`src/rtl/mem_arbiter.sv`:
```
// Two-port arbiter sharing one fixed-latency single-ported memory between
// instruction fetch and the MEM stage. MEM has priority, with a starvation guard for IF.
module mem_arbiter #(
  parameter int LAT    = 2,
  parameter int STARVE = 3
) (
  input  logic        clk,
  input  logic        rst,
  input  logic        if_req,
  input  logic [15:0] if_addr,
  output logic [15:0] if_rdata,
  output logic        if_ack,
  input  logic        mem_req,
  input  logic        mem_we,
  input  logic [15:0] mem_addr,
  input  logic [15:0] mem_wdata,
  output logic [15:0] mem_rdata,
  output logic        mem_ack,
  output logic [15:0] m_addr,
  output logic [15:0] m_wdata,
  output logic        m_re,
  output logic        m_we,
  input  logic [15:0] m_rdata,
  output logic        hold
);

  typedef enum logic [1:0] {IDLE, BUSY_IF, BUSY_MEM} state_t;

  state_t     state;
  logic [3:0] starve_cnt;
  logic [2:0] lat_cnt;
  logic       rd_op;
  logic       if_pend, mem_pend, if_win;

  // A port being acked this cycle is done; its still-high req is not a new request.
  assign if_pend  = if_req & ~if_ack;
  assign mem_pend = mem_req & ~mem_ack;
  assign hold     = if_pend | mem_pend;
  assign if_win   = if_pend & (~mem_pend | (starve_cnt == 4'(STARVE)));

  always_ff @(posedge clk or negedge rst) begin
    if (!rst) begin
      state      <= IDLE;
      starve_cnt <= '0;
      lat_cnt    <= '0;
      rd_op      <= 1'b0;
      m_addr     <= '0;
      m_wdata    <= '0;
      m_re       <= 1'b0;
      m_we       <= 1'b0;
      if_ack     <= 1'b0;
      mem_ack    <= 1'b0;
      if_rdata   <= '0;
      mem_rdata  <= '0;
    end else begin
      m_re    <= 1'b0;
      m_we    <= 1'b0;
      if_ack  <= 1'b0;
      mem_ack <= 1'b0;
      case (state)
        IDLE: begin
          if (if_win) begin
            state      <= BUSY_IF;
            m_re       <= 1'b1;
            m_addr     <= if_addr;
            m_wdata    <= '0;
            rd_op      <= 1'b1;
            lat_cnt    <= 3'(LAT);
            starve_cnt <= '0;
          end else if (mem_pend) begin
            state   <= BUSY_MEM;
            m_re    <= ~mem_we;
            m_we    <= mem_we;
            m_addr  <= mem_addr;
            m_wdata <= mem_wdata;
            rd_op   <= ~mem_we;
            lat_cnt <= 3'(LAT);
            if (!if_pend)
              starve_cnt <= '0;
            else if (starve_cnt < 4'(STARVE))
              starve_cnt <= starve_cnt + 4'd1;
          end
        end
        BUSY_IF, BUSY_MEM: begin
          // The strobe cycle does not count toward the latency.
          if (!(m_re || m_we)) begin
            lat_cnt <= lat_cnt - 3'd1;
            if (lat_cnt == 3'd1) begin
              state <= IDLE;
              if (state == BUSY_IF) begin
                if_ack   <= 1'b1;
                if_rdata <= m_rdata;
              end else begin
                mem_ack <= 1'b1;
                if (rd_op) mem_rdata <= m_rdata;
              end
            end
          end
        end
        default: state <= IDLE;
      endcase
    end
  end

endmodule

```
`config.mk`:
```
export PLATFORM = sky130hd
export DESIGN_NAME = mem_arbiter
export DESIGN_NICKNAME = d
export VERILOG_FILES = /design/src/rtl/mem_arbiter.sv
export SDC_FILE = /design/constraint.sdc
export NUM_CORES = 1
export LEC_CHECK = 0
export ABC_AREA = 1
export BUFFER_PORTS_ARGS = -buffer_cell sky130_fd_sc_hd__buf_2
export CAP_MARGIN = 20
export CORE_AREA = 5 5 156 83
export CTS_BUF_LIST = sky130_fd_sc_hd__clkbuf_8 sky130_fd_sc_hd__clkbuf_16
export DETAILED_ROUTE_END_ITERATION = 8
export DIE_AREA = 0 0 161 88
export SETUP_SLACK_MARGIN = 0.2
export SYNTH_ARGS = -nofsm -noshare
export SYNTH_HDL_FRONTEND = slang
export SYNTH_SLANG_ARGS = --single-unit
```
`constraint.sdc`:
```
create_clock -name clk -period 1.4 [get_ports clk]
set_clock_uncertainty 0.1 [all_clocks]
set_input_delay 0.35 -clock clk [delete_from_list [all_inputs] [get_ports clk]]
set_output_delay 0.35 -clock clk [all_outputs]
set_load 0.05 [all_outputs]
```
==> flow_summary.toml, run 1 <==
[outcome]
status = "finished, violations left"
violations = "negative setup slack"

[drt]
ant_nets = 0
avgViaCountPerCell = 4.54
drt_iter0_markers = 175
dr.pass1.iters = 4
finalWirelength_um = 13700
drc = 0
num_vias = 3737
wl_per_cell_um = 16.6

[finish]
num_antenna_cells = 0
syn2layout_area_growth_pct = 103
nets = 743
drive_gt1_share_pct = 65.8

[power_and_ir_drop]
p_leak_nw = 3.58
max-vdd-ir-drop_v = 0.00136
fin_total_pwr_mw = 16.3
powerDensity_nw_per_um2 = 2230

[floorplanning]
core_area_um2 = 11500
chipHeight_um = 88
die_w_um = 161
rows = 28
initial_core_util_pct = 31.2
ios = 138
die_area_um2 = 14200

[synthesis]
ys_seq_elements = 78
ys_seq_area_share_pct = 54.5
syn-num-nets = 493
syn_area_um2 = 3580
syn_avg_cell_area_um2 = 8.58
syn_inst = 418
synth_warnings = 0
synth.distinct_cells = 24

[timing]
fmax_mhz = 626
finalHoldViolations = 0
period_share_pct = 114
fin_crit_ns = 1.60
worst_slack_ns = -0.197
maxSlewHeadroom_pct = 84.7
rsz0062_at_grt = "true"
fin_setup_tns_ns = -7.73
finalMaxSlewViolations = 0
hold_slack_ns = 0.102
tightest_slew_ns = 0.229
setup_viol = 77

[hold_path]
hold_class = "in -> reg"
min_path_cells = 2

[grt]
grt_pass1_wl_um = 20400
antenna_found_initial = 0
gr-total-overflow = 0
grt_usage_pct = 18.1
grt_max_degree = 33
grt_pass1_vias = 3969

[clock_tree]
clk_path_buf_depth = 2
numCtsBuffers = 9
h-tree-depth = 3
clkTransAtPathRegs_ns = 0.06
cts_tree = "yes"
cts.sink_count = 78
root_buffer = "clkbuf_16"
clk-insertion-delay-late_ns = 0.33

[critical_path]
critPathCaptureType = "flip-flop"
critPathMaxFanout = 8
worstPathArrival_ns = 1.75
cp-start-kind = "flip-flop"
path_class = "reg -> reg"
r2r_cells = 8
worst_ep_required_time_ns = 1.56

[placed_design]
numPortBuffers = 137
gp_congestion = 0.825
place.detailed.hpwl_um = 7760

[flow_run]
maxCapViolations = 0
-- registers in the layout (all words and copies together), names as in the netlist, 2 cells and up --
| register | flops |
|---|---|
| m_addr | 16 |
| mem_rdata | 16 |
| if_rdata | 16 |
| m_wdata | 16 |
| lat_cnt | 3 |
| state | 2 |
| starve_cnt | 4 |
-- logic make-up (layout without fill, tap and decap cells) --
group	after synthesis	after routing	share of synthesized area [%]
AOI/OAI and AO/OA	40	40	7.05
buffers and inverters	82	332	10.4
xor gates and xnor gates	1	1	0.244
adders and majority gates	6	6	2.09
and+or+nand+nor	211	216	25.8
DFF	78	78	54.5
-- area by class of cell --
| cell class | instances | area, um2 |
|---|---|---|
| timing repair buffer | 250 | 2370 |
| clock buffer | 9 | 225 |
| timing repair inverter | 1 | 8.76 |
| fill | 895 | 4200 |
| multi-input combinational | 263 | 2190 |
| inverter | 65 | 272 |
| sequential | 78 | 1960 |
| tap | 150 | 188 |
| clock inverter | 7 | 72.6 |
-- synth_stat cells (all sizes together) --
cell type    n  area (um2)
clkbuf       1        3.75
nor2        29         129
buf         16         121
inv         65         246
o21ai       21         105
xor2         1        8.76
nand2      127         516
dfrtp       78        1950
nor3         3        20.0
a21oi       19         148
nand3       52         260
ha           6        75.1
-- metal layers --
metal	routed length, um	share of wire [%]	global-route usage [%]
met4	99	0.73	4.18
met5	0	0	0
met3	578	4.2	4.42
met2	6610	48	29.5
met1	6370	47	24.9
-- per-stage QoR --
| step | cells | util [%] | setup WS (ns) | area [um2] |
|---|---|---|---|---|
| floorplan | 418 | - | -0.0614 | 3920 |
| detailed placement | 726 | 43.3 | -0.0992 | 4980 |
| global placement | 726 | 43.3 | -0.0567 | 4980 |
| global route | 823 | 63.5 | -0.267 | 7290 |
| finish | 823 | 63.5 | -0.197 | 7290 |
| CTS | 793 | 57.4 | -0.144 | 6590 |
-- power breakdown --
part	switching (mW)	internal [mW]	leakage (nW)	total, mW
Combinational	5.79	4.17	2.56	9.96
Sequential	0.735	3.14	0.875	3.88
Clock	1.02	1.39	0.148	2.41
Total	7.54	8.71	3.58	16.3
-- worst max-delay path, stage by stage (launching register included) --
cell     delay [ns]
dfrtp_1        0.40
inv_2          0.06
ha_4           0.28
nand3_4        0.08
nor2_4         0.14
buf_6          0.14
buf_12         0.15
nor2_2         0.04
a21oi_1        0.12
-- worst paths after layout --
kind / startpoint / to / slack, ns
max: state[0]$_DFFE_PN0P_ / mem_rdata[1]$_DFFE_PN0P_ / -0.20
min in group asynchronous: rst / mem_rdata[15]$_DFFE_PN0P_ / 0.32
min reg2reg: m_addr[4]$_DFFE_PN0P_ / m_addr[4]$_DFFE_PN0P_ / 0.40
max reg2reg: state[0]$_DFFE_PN0P_ / mem_rdata[1]$_DFFE_PN0P_ / -0.20
min: mem_we / m_re$_DFF_PN0_ / 0.10
max in group asynchronous: rst / m_addr[9]$_DFFE_PN0P_ / 0.43
-- cell usage in the layout, fill, tap and decap left out, types with 16 or more instances in the layout --
cell type	netlist	routed
nand3_2	0	42
dfrtp_1	78	74
buf_6	5	84
buf_4	4	71
nor2_4	2	19
a21oi_2	14	17
nand2_1	121	81
inv_1	63	55
nand2_4	2	26
buf_2	7	67
nand2_2	3	16
-- what timing repair did --
action / CTS / global route
setup endpoints to repair: 147 / 147
resized for setup: 235 / 98
cloned: 10 / 3
endpoints found under the hold margin: 10 / 0
pin swaps: 12 / 54
buffers inserted: 40 / 27
hold buffers: 1 / 0
(Power assumes the default switching activity.)
==> run 2: changes to the inputs <==
GPL_TIMING_DRIVEN = 0   (was unset)
==> run 2 against run 1 <==
  * The run still ends with negative setup slack left
  * Sequential share of layout area decreased by 0.96 points
  * Sequential power grew 2%
  * Clock-buffer cell count rose by 1
  * Critical endpoint is now mem_rdata[6]$_DFFE_PN0P_
==> flow_summary.toml, run 2 (same netlist as run 1, synthesis figures left out) <==
[timing]
fmax_mhz = 615
rsz0062_at_grt = "true"
tightest_slew_ns = 0.288
maxSlewHeadroom_pct = 80.8
period_share_pct = 116
finalMaxSlewViolations = 0
worst_slack_ns = -0.226
fin_crit_ns = 1.63
hold_slack_ns = 0.118
finalHoldViolations = 0
setup_viol = 80

[placed_design]
place_inst = 706
place.detailed.hpwl_um = 8150
placed_area_um2 = 4820
numPortBuffers = 137
post-place-ws_ns = -0.216
gp_congestion = 0.814

[finish]
final_core_util_pct = 65.9
seqCellArea_um2 = 1960
stdcell_count = 834
finish.instance_area_um2 = 7570
multi_input_area_um2 = 2030
final_common_cell = "buf_6"
num-fill-cells = 828
num_antenna_cells = 0
nets = 754
syn2layout_area_growth_pct = 111
final_cell_mix = "buf_6, dfrtp_1, buf_2"
drive_gt1_share_pct = 68.3

[critical_path]
worstPathArrival_ns = 1.78
worst_ep_required_time_ns = 1.56
critPathMaxFanout = 5
cp-start-kind = "flip-flop"
path_class = "reg -> reg"
critPathCaptureType = "flip-flop"

[grt]
grt_pass1_wl_um = 22300
gr-total-overflow = 0
grt_max_degree = 64
antenna_found_initial = 0
grt_usage_pct = 20.3
grt_pass1_vias = 4064

[clock_tree]
numCtsBuffers = 9
cts_tree = "yes"
clkTransAtPathRegs_ns = 0.06
clk_path_buf_depth = 2
root_buffer = "clkbuf_16"
cts.sink_count = 78
clk-insertion-delay-late_ns = 0.34
h-tree-depth = 3

[outcome]
status = "finished, violations left"
violations = "negative setup slack"

[floorplanning]
chipHeight_um = 88
initial_core_util_pct = 31.2
die_w_um = 161
ios = 138
rows = 28
core_area_um2 = 11500
die_area_um2 = 14200

[hold_path]
hold_class = "in -> reg"

[power_and_ir_drop]
p_leak_nw = 3.75
powerDensity_nw_per_um2 = 2330
max-vdd-ir-drop_v = 0.00137

[drt]
wl_per_cell_um = 18.8
ant_nets = 0
drc = 0
finalWirelength_um = 15700
drt_iter0_markers = 148
dr.pass1.iters = 4
avgViaCountPerCell = 4.77
num_vias = 3982

[flow_run]
maxCapViolations = 0
[run 2: cell types whose count changed in the layout (fill, tap and decap cells not counted), sizes merged]
cell and delta:
clkbuf +3, inv -4, clkinvlp +1, nand2 -5, clkinv +2, buf +14
[run 2: power breakdown]
part | internal (mW) | switching, mW | total, mW
combinational | 5.01 | 6.29 | 11.3
clock | 1.43 | 1.00 | 2.43
sequential | 3.15 | 0.788 | 3.94
[run 2: path summary, 6_finish.rpt]
check	startpoint	end	slack (ns)	cells after the start
worst min-delay path	mem_we	m_re$_DFF_PN0_	0.12	2
min in group asynchronous	rst	if_rdata[3]$_DFFE_PN0P_	0.34	2
worst max register to register	state[0]$_DFFE_PN0P_	mem_rdata[6]$_DFFE_PN0P_	-0.23	8
max in group asynchronous	rst	if_rdata[11]$_DFFE_PN0P_	0.34	3
worst max-delay path	state[0]$_DFFE_PN0P_	mem_rdata[6]$_DFFE_PN0P_	-0.23	8
worst min register to register	m_wdata[11]$_DFFE_PN0P_	m_wdata[11]$_DFFE_PN0P_	0.40	2
[run 2: per-stage QoR]
| step | power [mW] | TNS [ns] |
|---|---|---|
| 2_1_floorplan | 8.63 | -2.39 |
| 3_3_place_gp | 10.2 | -62.00 |
| 3_5_place_dp | 10.3 | -6.01 |
| 4_1_cts | 16.1 | -6.73 |
| 5_1_grt | 18.4 | -16.02 |
| 6_report | 17.7 | -11.85 |
[run 2: routing by layer]
layer  GRT usage [%]  part of all wire, %  up-vias
met5               0                    0        -
met4            4.41                  1.1        0
met3            5.12                  6.2       19
met2            31.6                   47      132
met1            28.9                   46     2005
li1                -                    -     1826
[run 2: repair_timing]
action | CTS | global route
pin swaps | 60 | 45
setup buffers | 63 | 32
endpoints found under the setup margin | 147 | 187
hold buffers | 1 | 0
cloned | 15 | 1
resized for setup | 282 | 87
hold endpoints to repair | 15 | 0
[run 2: cell type report]
class | instances | share of cell area [%]
Timing Repair Buffer | 249 | 32.9
Multi-Input combinational cell | 258 | 26.8
Sequential cell | 78 | 25.9
Buffer | 17 | 3.92
Inverter | 65 | 3.77
Clock buffer | 10 | 3.16
Tap cell | 150 | 2.48
Clock inverter | 6 | 0.826
Timing Repair inverter | 1 | 0.215
[run 2: worst max-delay path: stages (launching register included)]
cell     delay (ns)
dfrtp_1        0.42
inv_2          0.06
ha_4           0.28
nand3_4        0.08
nor2_4         0.19
buf_12         0.14
buf_12         0.13
nor2_4         0.03
a21oi_2        0.11
